<file path="config.mk">
export PLATFORM = sky130hd
export DESIGN_NAME = traffic_phase_ctrl
export DESIGN_NICKNAME = d
export VERILOG_FILES = /design/src/rtl/traffic_pkg.sv /design/src/rtl/traffic_phase_ctrl_phase_timer.sv /design/src/rtl/traffic_phase_ctrl.sv
export SDC_FILE = /design/constraint.sdc
export NUM_CORES = 1
export LEC_CHECK = 0
export ABC_AREA = 1
export CAP_MARGIN = 0
export CORE_UTILIZATION = 50
export DETAILED_ROUTE_END_ITERATION = 6
export HOLD_SLACK_MARGIN = 0.08
export PLACE_DENSITY = 0.86
export SLEW_MARGIN = 30
export SYNTH_ARGS = -nofsm -noshare
export SYNTH_HDL_FRONTEND = slang
export SYNTH_SLANG_ARGS = --single-unit
</file>
<file path="constraint.sdc">
create_clock -name clk -period 4.35 [get_ports clk]
set_input_delay 0.6525 -clock clk [delete_from_list [all_inputs] [get_ports clk]]
set_output_delay 0.6525 -clock clk [all_outputs]
set_load 0.03 [all_outputs]
</file>
<file path="src/rtl/traffic_pkg.sv">
// Shared types for the traffic phase controller: phase encoding,
// lamp bundle and unsigned density compares. Optional macro: NIGHT_FLASH_EN.
package traffic_pkg;

    localparam int DENS_W = 8;

    typedef enum logic [2:0] {
        MAIN_GREEN,
        MAIN_YELLOW,
        ALL_RED_1,
        SIDE_GREEN,
        SIDE_YELLOW,
        ALL_RED_2,
        PED_WALK
`ifdef NIGHT_FLASH_EN
        , FLASH
`endif
    } phase_e;

    typedef struct packed {
        logic mg;
        logic my;
        logic mr;
        logic sg;
        logic sy;
        logic sr;
        logic walk;
    } lamp_t;

    function automatic logic dens_gt(input logic [DENS_W-1:0] a,
                                     input logic [DENS_W-1:0] b);
        return a > b;
    endfunction

    function automatic logic dens_ge(input logic [DENS_W-1:0] a,
                                     input logic [DENS_W-1:0] b);
        return a >= b;
    endfunction

endpackage

</file>
<file path="src/rtl/traffic_phase_ctrl_phase_timer.sv">
// Saturating elapsed-cycle counter with synchronous clear.
// Counts up from 0 and holds at SAT until cleared.
module phase_timer #(
    parameter int CNT_W = 6,
    parameter logic [CNT_W-1:0] SAT = '1
) (
    input  logic             clk,
    input  logic             reset,
    input  logic             clr,
    output logic [CNT_W-1:0] count
);

    // count up, hold at saturation, clear on reset or request
    always_ff @(posedge clk) begin
        if (reset || clr) begin
            count <= '0;
        end else if (count != SAT) begin
            count <= count + 1'b1;
        end
    end

endmodule

</file>
<file path="src/rtl/traffic_phase_ctrl.sv">
// Demand-driven main/side traffic controller with latched pedestrian walk.
// Optional macro: NIGHT_FLASH_EN adds nightMode and a flashing-yellow state.
module traffic_phase_ctrl
    import traffic_pkg::*;
#(
    parameter int CNT_W      = 6,
    parameter int SENSOR_W   = 3,
    parameter int GREEN_MIN  = 20,
    parameter int GREEN_MAX  = 48,
    parameter int YELLOW_T   = 4,
    parameter int ALLRED_T   = 2,
    parameter int PED_T      = 10,
    parameter int DEMAND_TH  = 2,
    parameter int FLASH_HALF = 8
) (
    input  logic                clk,
    input  logic                reset,
    input  logic                pedButton,
    input  logic [SENSOR_W-1:0] mainTrafficIn,
    input  logic [SENSOR_W-1:0] sideTrafficIn,
`ifdef NIGHT_FLASH_EN
    input  logic                nightMode,
`endif
    output logic                MG,
    output logic                MY,
    output logic                MR,
    output logic                SG,
    output logic                SY,
    output logic                SR,
    output logic                pedLight,
    output logic [CNT_W-1:0]    phaseCount
);

    if (GREEN_MAX - 1 >= (1 << CNT_W)) begin : g_cnt_chk
        $error("CNT_W too narrow for GREEN_MAX-1");
    end
    if (SENSOR_W > DENS_W) begin : g_sns_chk
        $error("SENSOR_W wider than density compare");
    end
    if (FLASH_HALF < 1 || FLASH_HALF > GREEN_MAX) begin : g_fl_chk
        $error("FLASH_HALF out of range");
    end

    localparam logic [CNT_W-1:0] GMIN_M1 = CNT_W'(GREEN_MIN - 1);
    localparam logic [CNT_W-1:0] GMAX_M1 = CNT_W'(GREEN_MAX - 1);
    localparam logic [CNT_W-1:0] YEL_M1  = CNT_W'(YELLOW_T - 1);
    localparam logic [CNT_W-1:0] AR_M1   = CNT_W'(ALLRED_T - 1);
    localparam logic [CNT_W-1:0] PED_M1  = CNT_W'(PED_T - 1);

    phase_e           state;
    phase_e           next;
    logic [CNT_W-1:0] elapsed;
    logic             ped_req;
    logic             from_ar1;
    logic             night_req;
    logic             flash_wrap;
    logic             timer_clr;
    lamp_t            lamp;

    logic side_dem;
    logic side_any;
    logic main_gt;
    logic at_min;
    logic at_max;
    logic entering_walk;

    assign side_dem = dens_ge(DENS_W'(sideTrafficIn), DENS_W'(DEMAND_TH));
    assign side_any = sideTrafficIn != '0;
    assign main_gt  = dens_gt(DENS_W'(mainTrafficIn), DENS_W'(sideTrafficIn));
    assign at_min   = elapsed >= GMIN_M1;
    assign at_max   = elapsed == GMAX_M1;

    assign entering_walk = (next == PED_WALK) && (state != PED_WALK);

`ifdef NIGHT_FLASH_EN
    localparam logic [CNT_W-1:0] FH_M1 = CNT_W'(FLASH_HALF - 1);
    logic flash_on;

    assign night_req  = nightMode;
    assign flash_wrap = (state == FLASH) && (elapsed == FH_M1);

    // flash phase restarts lit on entry, flips each half-period
    always_ff @(posedge clk) begin
        if (reset || state != FLASH) begin
            flash_on <= 1'b1;
        end else if (flash_wrap) begin
            flash_on <= ~flash_on;
        end
    end
`else
    assign night_req  = 1'b0;
    assign flash_wrap = 1'b0;
`endif

    assign timer_clr = (next != state) || flash_wrap;

    phase_timer #(
        .CNT_W (CNT_W),
        .SAT   (GMAX_M1)
    ) u_timer (
        .clk   (clk),
        .reset (reset),
        .clr   (timer_clr),
        .count (elapsed)
    );

    // phase register plus walk bookkeeping
    always_ff @(posedge clk) begin
        if (reset) begin
            state    <= MAIN_GREEN;
            ped_req  <= 1'b0;
            from_ar1 <= 1'b0;
        end else begin
            state <= next;
            if (entering_walk || (state == PED_WALK && elapsed == '0)) begin
                ped_req <= 1'b0;
            end else if (pedButton) begin
                ped_req <= 1'b1;
            end
            if (entering_walk) begin
                from_ar1 <= (state == ALL_RED_1);
            end
        end
    end

    // next-phase selection
    always_comb begin
        next = state;
        unique case (state)
            MAIN_GREEN: begin
                if (night_req ||
                    (at_min && (side_dem || ped_req)) ||
                    (at_max && (side_any || ped_req))) begin
                    next = MAIN_YELLOW;
                end
            end
            MAIN_YELLOW: begin
                if (elapsed == YEL_M1) next = ALL_RED_1;
            end
            ALL_RED_1: begin
                if (elapsed == AR_M1) begin
`ifdef NIGHT_FLASH_EN
                    if (night_req) next = FLASH;
                    else
`endif
                    if (ped_req) next = PED_WALK;
                    else next = SIDE_GREEN;
                end
            end
            SIDE_GREEN: begin
                if ((at_min && (!side_any || main_gt || ped_req)) ||
                    at_max) begin
                    next = SIDE_YELLOW;
                end
            end
            SIDE_YELLOW: begin
                if (elapsed == YEL_M1) next = ALL_RED_2;
            end
            ALL_RED_2: begin
                if (elapsed == AR_M1) begin
                    next = ped_req ? PED_WALK : MAIN_GREEN;
                end
            end
            PED_WALK: begin
                if (elapsed == PED_M1) begin
                    next = (side_any && from_ar1) ? SIDE_GREEN : MAIN_GREEN;
                end
            end
`ifdef NIGHT_FLASH_EN
            FLASH: begin
                if (!night_req) next = ALL_RED_2;
            end
`endif
            default: next = MAIN_GREEN;
        endcase
    end

    // Moore lamp decode from the phase register
    always_comb begin
        lamp = '0;
        unique case (state)
            MAIN_GREEN:  begin lamp.mg = 1'b1; lamp.sr = 1'b1; end
            MAIN_YELLOW: begin lamp.my = 1'b1; lamp.sr = 1'b1; end
            ALL_RED_1:   begin lamp.mr = 1'b1; lamp.sr = 1'b1; end
            SIDE_GREEN:  begin lamp.mr = 1'b1; lamp.sg = 1'b1; end
            SIDE_YELLOW: begin lamp.mr = 1'b1; lamp.sy = 1'b1; end
            ALL_RED_2:   begin lamp.mr = 1'b1; lamp.sr = 1'b1; end
            PED_WALK: begin
                lamp.mr   = 1'b1;
                lamp.sr   = 1'b1;
                lamp.walk = 1'b1;
            end
`ifdef NIGHT_FLASH_EN
            FLASH: begin
                lamp.my = flash_on;
                lamp.sr = flash_on;
            end
`endif
            default:     begin lamp.mg = 1'b1; lamp.sr = 1'b1; end
        endcase
    end

    assign MG         = lamp.mg;
    assign MY         = lamp.my;
    assign MR         = lamp.mr;
    assign SG         = lamp.sg;
    assign SY         = lamp.sy;
    assign SR         = lamp.sr;
    assign pedLight   = lamp.walk;
    assign phaseCount = elapsed;

endmodule

</file>
Yosys cells after proc, flatten, opt, wreduce, memory -nomap -nowiden
Index checks and enable logic that the tools add are counted.

Logic and storage cells: 62. Output and inout port bits: 13. Input port bits: 9. Bits in registers: 11.

Magnitude comparators: 3. Equal/unequal tests: 14. Reductions and logical operators: 22. Multiplexer cells: 18. Add/subtract/negate cells: 1.

Operators by type and width (count): 2-to-1 mux 3 bit (9); case mux 3 bit (7 select lines) (1); equality test 3 bit, second input constant (4); logical OR 1 bit (8); 2-to-1 mux 1 bit (7); adder 6 x 1 -> 6 bit, second input constant (1); equality test 3 x 2 -> 1 bit, second input constant (2); equality test 6 x 1 -> 1 bit, second input constant (1); equality test 6 x 2 -> 1 bit, second input constant (1); equality test 6 x 4 -> 1 bit, second input constant (1); equality test 6 bit, second input constant (1); greater-or-equal comparator 6 x 5 -> 1 bit, second input constant (1); logical AND 1 bit (6); zero test 6 bit (1); inequality test 6 bit, second input constant (1); OR reduction 6 bit (1); OR reduction 5 bit (1); OR reduction 2 bit (2); equality test 3 x 1 -> 1 bit, second input constant (1); greater-or-equal comparator 3 x 2 -> 1 bit, second input constant (1); > comparator 3 bit (1); zero test 3 bit (1); inequality test 3 bit (1); inequality test 3 bit, second input constant (1); other kinds (3) (3).

Longest topological paths before layout
Depth in word-level cells: 12. Gate-level depth with buffers: 15. Mapped depth without buffers: 15.

Cells and area by module
From an unflattened synthesis, not the netlist that was laid out.

Cells, all modules: 173. Area, all modules: 999.7 um^2.

By module, submodules not included: traffic_phase_ctrl (times used 1, area an instance 698.2 um^2, seq. area each 100.1 um^2, cells each 129); phase_timer (times used 1, area an instance 301.5 um^2, seq. area each 120.1 um^2, cells each 44).

Worst setup path after synthesis
No wires, ideal clock.

Kind: register to output. Start: reg state[2]. End: out SR. Buffers on the path: 1. Arrival time: 1.280 ns. Cell stages (with the launch flop): 5. Required time: 3.697 ns. Setup slack: 2.418 ns. Cells stage by stage: dfxtp_1 > buf_2 > nand2_1 > nor2_1 > nor2_1.

Longest elaborated chain between the ends: 3. Elaborated cells between the ends (all ways): 4. Classes of those cells: eq/ne (2); mux (1); reduce/logical (1).

RTL lines: start: declaration (line traffic_phase_ctrl.sv:50) `phase_e state;`; start signal: assignment (line traffic_phase_ctrl.sv:114) `state <= next;`; equality test 3 bit / equality test 3 x 2 -> 1 bit (equally long branches) (line traffic_phase_ctrl.sv:181) `unique case (state)`; OR reduction 2 bit (no line) *; 2-to-1 mux 1 bit * (line traffic_phase_ctrl.sv:181); end: declaration (line traffic_phase_ctrl.sv:29) `output logic SR,`.

Mark *: on every way between the ends. The rest lies on a longest branch, timed or not.

Final worst setup path
Start: reg state[2]. End: out pedLight.

Longest elaborated chain between the ends: 2.

RTL lines: equality test 3 bit (line traffic_phase_ctrl.sv:181); 2-to-1 mux 1 bit (line traffic_phase_ctrl.sv:181); end: declaration (line traffic_phase_ctrl.sv:30) `output logic pedLight,`.

No other way between the ends.

==> results.toml <==
[final_layout]
drive_gt1_share_pct = 14.3
num-nets-final = 191
syn_to_final_growth_pct = 27.3
fin_area_um2 = 1230
antenna_cells = 0
final_cell_mix = "37 x nand2_1, 24 x inv_1, 21 x clkdlybuf4s50_1"
final_common_cell = "nand2_1"

[pwr]
ir_drop_v = 0.000185
seq_power_share_pct = 48.2
switching_power_mw = 0.0633
p_leak_nw = 0.553
pwr-share-clk_pct = 29.3
internal_power_mw = 0.163
combinationalPowerShare_pct = 22.5
p_sw_share_pct = 28.0
total_power_mw = 0.226
p_per_area_nw_per_um2 = 184

[drt]
drt-total-wl_mm = 2.13
drtIter0Drc = 37
detail_route.wl_per_cell_um = 10.6
ant_nets = 0
drc = 0
vias = 995
first_pass_iters = 4
drt-vias-per-instance = 4.98

[clock_network]
ctsLongestPathBuffers = 2
cts.repair.resized = 0
post_cts_buffers = 0
cts_made_buffers = 3
insertion_delay_ps = 270
postCtsHoldBufs = 0
cts_root_buf = "clkbuf_4"
cts_tree = "built"
cts_sinks = 11
clk_pin_slew_ps = 60
cts.htree.levels = 1

[place]
gp_congestion = 0.945
placed_cell_area_um2 = 1200
io_buffers = 21
dp_slack_ps = 1800
dpl.hpwl_mm = 1.76

[sta]
finalSetupTns_ps = 0
timing.final.crit_share_pct = 57.5
fin_skew_ps = 6.12
rsz0062_at_grt = "no"
hold_viol = 0
relSlewSlack_pct = 78.2
period_needed_ps = 2500
drv_slew = 0
layout_setup_ws_ps = 1850
fmax_mhz = 399
worstMarginPinSlew_ps = 326
setup_viol = 0

[setup_path]
path_max_fanout = 8
worstPathArrival_ps = 1850
rr_endpoint = "u_timer.count[1]"
critical_path_class = "register to primary output"
end_kind = "primary output"
ff2ff_path_depth = 11
cp-start-kind = "register"
rrSetupSlack_ps = 2480
required_ps = 3700
r2r-start = "u_timer.count[0]"

[die]
pin_count = 22
die_x_um = 45.9
coreArea_um2 = 1760
start_util_pct = 54.6
dieArea_um2 = 2110
rows = 15
dieHeight_um = 45.9

[synth]
synth_edf_count = 0
synth_area_um2 = 963
syn_area_per_cell_um2 = 6.38
synth_cell_type_count = 23
ys_ff_latch = 11
syn_nets = 166
synthFlopType = "dfxtp_1"
async_reset_ff_share_pct = 0
yosys_warnings = 0
synthTopCellsByArea = "dfxtp_1 23%, nand2_1 14%, inv_1 9.4%"
synth_area_leader_cell = "dfxtp_1"
netlist_instances = 151
synth_top_area_share_pct = 22.9
yosysSeqAreaShare_pct = 22.9

[worst_hold_path]
hold_path.class = "register to register"
hold-path-endpoint = "from_ar1"
worstHoldPathCells = 2
min_from = "from_ar1"

[status]
status = "finished clean"

[global_routing]
grt_max_degree = 9
overflow = 0
track_usage_pct = 23.0
grt_pass1_vias = 824
grt_pass1_wl_mm = 3.41
antenna_found_initial = 0

[flow_run]
maxCapViolations = 0
==> synth_stat cells (3+ instances only) <==
cell type	n
o21ai_0	5
nor2_1	17
nor2_4	3
inv_1	24
nand3_2	3
ha_1	6
inv_2	3
nand2_1	37
nor2_2	9
xor2_1	3
a21oi_1	5
dfxtp_1	11
nand3_1	13
==> registers in the layout, indices dropped and copies added (netlist names) <==
| register | cells |
|---|---|
| from_ar1 | 1 |
| ped_req | 1 |
| state | 3 |
| u_timer.count | 6 |
==> power by group through the flow <==
stage	combinational [mW]	clock (mW)	sequential [mW]
after floorplan	0.0275	0	0.115
after global placement	0.0492	0	0.111
after detailed placement	0.0504	0	0.111
after CTS	0.0509	0.0725	0.109
after global routing	0.0564	0.0770	0.109
final	0.0508	0.0661	0.109
==> worst max-delay path: stages, from the launching register on <==
cell and delay [ps]:
dfxtp_1 490, nand2_1 130, nor2_1 240, clkdlybuf4s50_1 720
==> cell families (layout without fill, tap and decap cells) <==
| kind of cell | count (synthesis) | in the layout | synth area share (%) |
|---|---|---|---|
| buf+inv | 28 | 52 | 11.0 |
| flops | 11 | 11 | 22.9 |
| simple gates | 90 | 90 | 47.9 |
| fa+ha+maj | 6 | 6 | 7.79 |
| xor+xnor | 3 | 3 | 2.73 |
| compound gates | 13 | 13 | 7.66 |
==> routing by layer <==
| metal | up-vias | wire length, µm | track usage (%) |
|---|---|---|---|
| met2 | 34 | 961 | 34.4 |
| met5 | - | 0 | 0 |
| met3 | 2 | 132 | 4.76 |
| li1 | 528 | - | - |
| met4 | 0 | 21 | 10.6 |
| met1 | 431 | 1010 | 31.4 |
==> worst max path at each step <==
stage | startpoint | endpoint | cells past startpoint
after CTS | state[2] | pedLight | 3
after global placement | sideTrafficIn[2] | u_timer.count[1] | 14
after global routing | state[2] | pedLight | 3
after detailed placement | sideTrafficIn[2] | u_timer.count[4] | 14
after floorplan | state[2] | SR | 4
final | state[2] | pedLight | 3
==> layout make-up <==
| class | instances | area (µm²) |
|---|---|---|
| multi-input cells | 112 | 637 |
| fillers | 164 | 538 |
| flip-flops and latches | 11 | 220 |
| repair buffers | 21 | 210 |
| inverters | 27 | 101 |
| well taps | 25 | 31.3 |
| clock buffers | 4 | 26.3 |
==> per-stage QoR <==
step,utilization (%),std cells,hold WS [ps]
final,69.5,200,462
after global routing,69.5,200,477
after CTS,69.5,200,465
after detailed placement,68.0,196,455
after global placement,68.0,196,449
after floorplan,-,151,425
No activity file was read; power rests on OpenSTA's default activity.
==> RTL change (same settings) <==
Add an input register stage for `pedButton`, `mainTrafficIn` and `sideTrafficIn`, without a reset; this delays them by one clock.
--- a/src/rtl/traffic_phase_ctrl.sv
+++ b/src/rtl/traffic_phase_ctrl.sv
@@ -33,2 +33,12 @@
 
+    logic pedButton_q;
+    logic [SENSOR_W-1:0] mainTrafficIn_q;
+    logic [SENSOR_W-1:0] sideTrafficIn_q;
+
+    always_ff @(posedge clk) begin
+        pedButton_q     <= pedButton;
+        mainTrafficIn_q <= mainTrafficIn;
+        sideTrafficIn_q <= sideTrafficIn;
+    end
+
     if (GREEN_MAX - 1 >= (1 << CNT_W)) begin : g_cnt_chk
@@ -66,5 +76,5 @@
 
-    assign side_dem = dens_ge(DENS_W'(sideTrafficIn), DENS_W'(DEMAND_TH));
-    assign side_any = sideTrafficIn != '0;
-    assign main_gt  = dens_gt(DENS_W'(mainTrafficIn), DENS_W'(sideTrafficIn));
+    assign side_dem = dens_ge(DENS_W'(sideTrafficIn_q), DENS_W'(DEMAND_TH));
+    assign side_any = sideTrafficIn_q != '0;
+    assign main_gt  = dens_gt(DENS_W'(mainTrafficIn_q), DENS_W'(sideTrafficIn_q));
     assign at_min   = elapsed >= GMIN_M1;
@@ -116,3 +126,3 @@
                 ped_req <= 1'b0;
-            end else if (pedButton) begin
+            end else if (pedButton_q) begin
                 ped_req <= 1'b1;
Formal check against the unedited RTL: same outputs for any inputs over 10 cycles, from zero or initial values and one cycle with reset high; that may be too few to reach the edited logic, so the function may still have changed.
==> RTL change against the unedited design <==
Routed wire length is 17% higher. Critical path depth stayed put. Setup slack worse by 0.048 ns. Cell area is 13% higher. Non-clock buffer count stayed put. Area after synthesis is 14% higher. Sequential cell count is 7 higher. Cell count is 7.0% higher. Largest cell class unchanged. Highest routed layer unchanged.
Power is not compared: it rests on default switching activity, and its combinational part moved more than twofold at a synthesized area within 25%.
==> RTL change: results <==
[finish]
nets = 203
drive_above_1_share_pct = 11.23

[place]
hpwl_um = 1950
preCtsSetupSlack_ns = 2.159

[detailed_routing]
top_layer = "met4"
num_vias = 1112
wl_met2_um = 1186
dr.pass1.iters = 5
wl_um = 2483
m1WireLength_um = 1109

[sta]
finalClockSkew_ns = 0.006691
max_slew_margin_pct = 77.92

[global_route]
grt_first_pass_wirelength_um = 4195
grt.total_usage_pct = 22.40
grt_max_degree = 11
grt_pass1_vias = 1005

[worst_setup_path]
ff2ff_setup_slack_ns = 2.42
crit_fanout = 5
r2r_end = "u_timer.count[3]"
arrival_ns = 1.90

[yosys]
synth_area_leaders = "dfxtp_1 (33%), nor2_1 (11%), nand2_1 (11%), nand3_1 (7.7%), ha_1 (6.8%)"
ys_seq_area_share_pct = 32.76
netlist_top_cells_count = "nor2_1 (32), nand2_1 (31), inv_1 (20), dfxtp_1 (18), nand3_1 (17)"
synth_cell_types = 22
syn_nets = 177

[worst_hold_path]
hold_start = "from_ar1"
hold_path_end = "from_ar1"

[power_and_ir_drop]
power_frac_comb_pct = 29.4

[run_status]
status = "finished clean"

[clock_network]
cts.repair_timing.setup_buffer_count = 0
clk_pin_slew_ns = 0.10
clock_latency_ns = 0.30
[RTL change: cell types whose count changed after synthesis, moves of 4 or more]
cell	before	now
dfxtp_1	11	18
inv_1	24	20
nand2_1	37	31
nand3_1	13	17
nor2_1	17	32
nor2_2	9	2
[RTL change: how the worst max path moves through the flow]
stage	startpoint	endpoint	slack (ns)	depth (start not counted)
after detailed placement	state[0]	SG	2.16	3
after global routing	state[2]	SY	1.72	5
after global placement	state[0]	SG	2.21	3
after floorplan	state[0]	SR	2.40	3
final	state[0]	SG	1.80	3
after CTS	state[0]	SG	1.82	3
[RTL change: layout make-up]
type	instances	area [um2]
tap	27	33.78
inverter	25	93.84
fill	179	641.9
clock buffer	4	36.28
multi-input combinational	119	645.6
sequential	18	360.3
timing repair buffer	21	210.2
[RTL change: metal layers]
layer	up-vias	global-route usage, %
li1	565	-
met1	492	26.01
met2	44	40.51
met3	11	3.427
met4	0	9.314
met5	-	0
[RTL change: critical path: cells and delay by family (launching register included)]
kind / cells / cell delay (ns)
buf+inv: 1 / 0.73
flops: 1 / 0.45
simple gates: 2 / 0.42
[RTL change: through the flow]
step	std cells	hold WS (ns)	power, mW
floorplan	162	0.4316	0.2718
global placement	210	0.4513	0.3108
detailed placement	210	0.4725	0.3142
CTS	214	0.4887	0.4176
global route	214	0.5115	0.4394
finish	214	0.4856	0.4181
[RTL change: logic make-up after synthesis]
kind of cell | count (synthesis) | share of synthesized area, %
simple gates | 95 | 41.87
buf+inv | 25 | 8.532
flops | 18 | 32.76
compound gates | 15 | 7.622
fa+ha+maj | 6 | 6.826
xor+xnor | 3 | 2.390
